File: config.mk
export PLATFORM = sky130hd
export DESIGN_NAME = mem_copy_dma
export DESIGN_NICKNAME = d
export VERILOG_FILES = /design/src/rtl/mem_copy_dma.sv
export SDC_FILE = /design/constraint.sdc
export NUM_CORES = 1
export LEC_CHECK = 0
export BUFFER_PORTS_ARGS = -buffer_cell sky130_fd_sc_hd__buf_2
export CAP_MARGIN = 20
export CORE_MARGIN = 2
export CORE_UTILIZATION = 45
export DETAILED_ROUTE_END_ITERATION = 6
export GPL_TIMING_DRIVEN = 0
export PLACE_DENSITY = 0.74
export SYNTH_ARGS = -nofsm -noshare
export SYNTH_HDL_FRONTEND = slang
export SYNTH_SLANG_ARGS = --single-unit
File: constraint.sdc
create_clock -name clk -period 2.25 [get_ports clk]
set_clock_uncertainty 0.1 [all_clocks]
set_input_delay 0.3375 -clock clk [delete_from_list [all_inputs] [get_ports clk]]
set_output_delay 0.3375 -clock clk [all_outputs]
set_load 0.01 [all_outputs]
File: src/rtl/mem_copy_dma.sv
// mem_copy_dma: single-channel word-copy DMA engine.
// Each word takes two cycles: READ captures the source word, WRITE stores it.
// A running 32-bit sum of the copied words is kept only when the macro
// MEM_COPY_DMA_CHECKSUM_EN is defined. Otherwise checksum is tied to zero.
module mem_copy_dma #(
  parameter int LEN_W = 16
) (
  input  logic             clk,
  input  logic             rst,
  input  logic             start,
  input  logic [31:0]      src,
  input  logic [31:0]      dst,
  input  logic [LEN_W-1:0] len,
  output logic             busy,
  output logic             done,
  output logic [31:0]      checksum,
  output logic [31:0]      mem_address,
  output logic [31:0]      mem_wd,
  output logic             mem_we,
  input  logic [31:0]      mem_rd
);

  typedef enum logic [1:0] {IDLE, READ, WRITE, DONE} state_t;

  state_t           state_q, state_d;
  logic [31:0]      src_q, src_d;
  logic [31:0]      dst_q, dst_d;
  logic [31:0]      buf_q, buf_d;
  logic [LEN_W-1:0] cnt_q, cnt_d;
  logic             start_acc;

  // Next-state logic and memory-side outputs, decoded from the current state only.
  always_comb begin
    state_d     = state_q;
    src_d       = src_q;
    dst_d       = dst_q;
    buf_d       = buf_q;
    cnt_d       = cnt_q;
    busy        = 1'b0;
    done        = 1'b0;
    mem_address = 32'h0;
    mem_wd      = 32'h0;
    mem_we      = 1'b0;
    start_acc   = 1'b0;
    case (state_q)
      IDLE: begin
        if (start) begin
          start_acc = 1'b1;
          src_d     = src;
          dst_d     = dst;
          cnt_d     = len;
          state_d   = (len != '0) ? READ : DONE;
        end
      end
      READ: begin
        busy        = 1'b1;
        mem_address = src_q;
        buf_d       = mem_rd;
        src_d       = src_q + 32'd4;
        state_d     = WRITE;
      end
      WRITE: begin
        busy        = 1'b1;
        mem_address = dst_q;
        mem_wd      = buf_q;
        mem_we      = 1'b1;
        dst_d       = dst_q + 32'd4;
        cnt_d       = cnt_q - LEN_W'(1);
        state_d     = (cnt_q == LEN_W'(1)) ? DONE : READ;
      end
      DONE: begin
        done    = 1'b1;
        state_d = IDLE;
      end
      default: state_d = IDLE;
    endcase
  end

  // State and datapath registers; reset returns everything to zero/IDLE.
  always_ff @(posedge clk) begin
    if (rst) begin
      state_q <= IDLE;
      src_q   <= 32'h0;
      dst_q   <= 32'h0;
      buf_q   <= 32'h0;
      cnt_q   <= '0;
    end else begin
      state_q <= state_d;
      src_q   <= src_d;
      dst_q   <= dst_d;
      buf_q   <= buf_d;
      cnt_q   <= cnt_d;
    end
  end

`ifdef MEM_COPY_DMA_CHECKSUM_EN
  logic [31:0] csum_q, csum_d;

  // The sum clears when a start is accepted and accumulates each stored word.
  always_comb begin
    csum_d = csum_q;
    if (start_acc) begin
      csum_d = 32'h0;
    end else if (state_q == WRITE) begin
      csum_d = csum_q + buf_q;
    end
  end

  // Checksum register. It holds its value after DONE until the next accepted start.
  always_ff @(posedge clk) begin
    if (rst) begin
      csum_q <= 32'h0;
    end else begin
      csum_q <= csum_d;
    end
  end

  assign checksum = csum_q;
`else
  assign checksum = 32'h0;
`endif

endmodule

Word-level counts from Yosys, hierarchy flattened --
Cells that the tools add are included.
Storage, ports and cells: flip-flop bits (word level) 114, logic and storage cells 35, input port bits 115, output and inout bits 99
Operators by class: eq/ne operators 5, $add $sub $neg 3, multiplexer cells 15, reduce and logical (&&, ||, !) cells 7
Operators with widths (count):
- $pmux W32 S2 | 3
- $mux W32 | 3
- $add A32 B3 Y32 const B | 2
- $pmux W16 S2 | 1
- $eq A16 B1 Y1 const B | 1
- $mux W16 | 1
- $reduce_bool A16 Y1 | 1
- $sub A16 B1 Y16 const B | 1
- $pmux W2 S4 | 1
- $mux W2 | 3
- $eq A2 B2 Y1 const B | 2
- $reduce_and A2 Y1 | 2
- $reduce_bool A2 Y1 | 2
- $mux W1 | 3
- $eq A2 B1 Y1 const B | 1
- $logic_not A2 Y1 | 1
- $ne A2 B2 Y1 const B | 1
- $reduce_or A2 Y1 | 1

Longest topological paths before layout --
depth in word-level cells 4, gate-level depth with buffers 10, gate-level depth less buffers 7

Worst setup path before layout --
No wires, ideal clock.
kind flip-flop to output port, start point register state_q[1], end point output mem_address[30], buffers on the path 3, stages on the path, launching flop included 8, arrival time 1.925 ns, path slack -0.112 ns, path through dfxtp_1 > inv_1 > ha_1 > clkbuf_1 > clkbuf_1 > clkbuf_1 > nand2_1 > a21boi_0
Between the ends: cells in the longest elaborated chain, start to end 2, elaborated cells between the ends (all ways) 3, classes of those cells 2 x eq/ne; 1 x mux
Ends and longest elaborated chain:
- start: declaration | line 25 | state_t state_q, state_d;
- start signal: assignment | line 88 | state_q <= state_d;
- $eq A2 B2 Y1 / $eq A2 B1 Y1 (equally long branches) | line 45 | case (state_q)
- $pmux W32 S2 (*) | line 45
- end: declaration | line 17 | output logic [31:0] mem_address,
Every way passes the cells marked *; elsewhere a longest branch is shown, timed or not.

Worst setup path in the final report --
start point register state_q[1], end point output mem_address[9]
The elaborated chain is that of the path after synthesis.

==> impl_metrics.tcl <==
set metrics [dict create \
    status "complete, but fails checks" \
    failed_checks "design-rule violations, negative setup slack" \
    p_leak_nw 4.50 \
    whs_path_depth 3 \
    io_buffer_count 180 \
    clockBufferDepth 2 \
    numCtsBuffers 17 \
    post_dp_cell_area_mm2 0.00849 \
    grt_pass1_wl_mm 45.0 \
    setup_ws_ns -0.0927 \
    finalHoldViolCount 0 \
    num_rows 46 \
    p_switching_mw 3.38 \
    internal_power_mw 5.37 \
    hold_class "input port to register" \
    clk_latency_ns 0.44 \
    ant_nets 0 \
    antenna_found_initial 0 \
    powerDensity_mw_per_mm2 802 \
    whs_endpoint "buf_q[14]" \
    synth_edf_count 0 \
    overflow 0 \
    ys.flop_type "dfxtp_1" \
    post-dp-hpwl_mm 20.0 \
    firstDrtPassIters 7 \
    p_seq_frac 0.317 \
    cts_hold_buf 0 \
    finalSetupViolations 66 \
    wl_per_cell_um 21.9 \
    worst-path-max-fanout 8 \
    synthTopCellsByArea "dfxtp_1 (32%), mux2i_1 (5.4%), a21oi_1 (5.1%), nand2_1 (4.3%), nor2_1 (3.8%)" \
    synth_area_per_cell_um2 7.70 \
    setup.worst_path.start_class "register" \
    drive_gt1_frac 0.407 \
    r2r_slack_ns -0.07 \
    tightest_slew_ns 0.910 \
    routed_via_density 6.29 \
    p_clk_frac 0.298 \
    synth_top_area_cell "dfxtp_1" \
    grt_pass1_vias 8303 \
    cts_tree "built" \
    path_class "register to output port" \
    cts_sinks 114 \
    final_area_mm2 0.0109 \
    htreeDepth 4 \
    syn_inst 935 \
    dp_cells 1362 \
    final_cell_mix "buf_2 (154), dfxtp_1 (95), buf_4 (85), nor2_1 (71), a21oi_1 (71)" \
    min_from "mem_rd[14]" \
    fp.dieW_um 130 \
    start_util 0.456 \
    final_cells 1458 \
    vias 9173 \
    die_h_um 130 \
    synth_top_area_frac 0.317 \
    grt_max_degree 17 \
    peakVddDrop_v 0.000579 \
    reg2reg_depth 8 \
    grt_usage 0.347 \
    synth_seq_cells 114 \
    die-area_mm2 0.0170 \
    cts.reportedPaths.clkPinSlew_ns 0.06 \
    place.gp.congestion 0.999 \
    cp-end-kind "output port" \
    core_area_mm2 0.0158 \
    max_slew_margin 0.394 \
    ios 214 \
    hold_ws_ns 0.0292 \
    async_reset_ff_frac 0 \
    cp_data_arrival_time_ns 1.91 \
    synth.distinct_cells 63 \
    cp_data_required_time_ns 1.81 \
    yosys_warnings 0 \
    r2r_end "src_q[31]" \
    post-route-period-util 1.04 \
    wl_mm 31.9 \
    layout_commonest_cell "buf_2" \
    max_freq_mhz 427 \
    r2r_start "src_q[6]" \
    comb_power_share 0.385 \
    final_nets 1353 \
    drc 2 \
    fin_crit_ns 2.34 \
    diodes 0 \
    syn_area_mm2 0.00720 \
    ys_seq_area_frac 0.317 \
    synthToLayoutAreaGrowth_pct 51.4 \
    drv_slew 0 \
    grt_setup_unrepaired "true" \
    root_buffer "clkbuf_16" \
    maxCapViolCount 0 \
    drtIter0Drc 1211 \
    swShare 0.386 \
]
-- critical path, stage by stage (launching register included) --
cell and delay, ns:
dfxtp_4 0.36, inv_4 0.05, ha_4 0.17, clkbuf_16 0.15, clkbuf_16 0.17, clkbuf_16 0.17
a22oi_2 0.16, nor2b_2 0.08, buf_2 0.14
-- worst max-delay path by stage --
| stage | start | endpoint | slack [ns] | cells past startpoint |
|---|---|---|---|---|
| 6_report | state_q[1] | mem_address[9] | -0.09 | 8 |
| 5_1_grt | state_q[1] | mem_address[3] | -0.14 | 8 |
| 4_1_cts | state_q[1] | mem_address[29] | -0.08 | 8 |
| 3_5_place_dp | state_q[0] | dst_q[6] | -0.89 | 8 |
| 3_3_place_gp | state_q[0] | dst_q[6] | -0.87 | 8 |
| 2_1_floorplan | state_q[0] | mem_address[31] | -0.004 | 7 |
-- power groups by stage --
| stage | Combinational, mW | Sequential, mW | Clock, mW |
|---|---|---|---|
| after floorplan | 1.63 | 2.59 | 0 |
| after global placement | 2.30 | 2.69 | 0 |
| after detailed placement | 2.33 | 2.70 | 0 |
| after CTS | 2.94 | 2.72 | 2.58 |
| after global routing | 3.55 | 2.81 | 2.68 |
| final | 3.37 | 2.77 | 2.60 |
-- sequential cells by signal, indices dropped and copies added, names as in the netlist --
name and cells:
buf_q 32, cnt_q 16, dst_q 32, src_q 32, state_q 2
-- final cells by class --
type / count / area, um2
fill: 1262 / 4870
timing repair buffer: 249 / 1740
tap: 216 / 270
clock buffer: 19 / 453
clock inverter: 13 / 106
sequential: 114 / 2330
multi-input combinational: 726 / 5040
buffer: 99 / 872
inverter: 22 / 90.1
-- layer usage --
metal,vias to the layer above,wire length [um],global-route usage
li1,3978,-,-
met1,4168,11300,0.434
met2,819,14000,0.538
met5,-,0,0
met3,208,4380,0.104
met4,0,2190,0.189
-- logic make-up after synthesis --
logic type	count (synthesis)	synth area share
simple gates	370	0.271
compound gates	270	0.249
buf+inv	126	0.0831
flops	114	0.317
mux	45	0.0636
fa+ha+maj	9	0.0156
other cells	1	0.000521
-- synth_stat cells (27+ instances only) --
master,count
clkbuf_1,63
nor2b_1,27
o21ai_0,37
and2_1,36
a22oi_1,35
dfxtp_1,114
a21oi_1,73
nand3_1,31
nand2_1,82
buf_4,32
mux2i_1,39
nor2_1,72
-- per-stage QoR --
step | worst slack, ns | utilization | total power, mW | setup TNS, ns
final | -0.0927 | 0.691 | 8.74 | -3.07
after CTS | -0.0753 | 0.646 | 8.24 | -1.58
after floorplan | -0.00371 | - | 4.22 | -0.00371
after global placement | -0.866 | 0.538 | 4.99 | -79.73
after detailed placement | -0.887 | 0.538 | 5.03 | -85.58
after global routing | -0.145 | 0.691 | 9.03 | -5.21
-- what timing repair did --
| action | CTS | global route |
|---|---|---|
| gates resized for setup | 212 | 132 |
| setup endpoints to repair | 178 | 151 |
| buffers inserted | 34 | 28 |
| gates cloned | 2 | 5 |
| pin swaps | 25 | 51 |
Note: power is estimated with default switching activity, not from simulation.
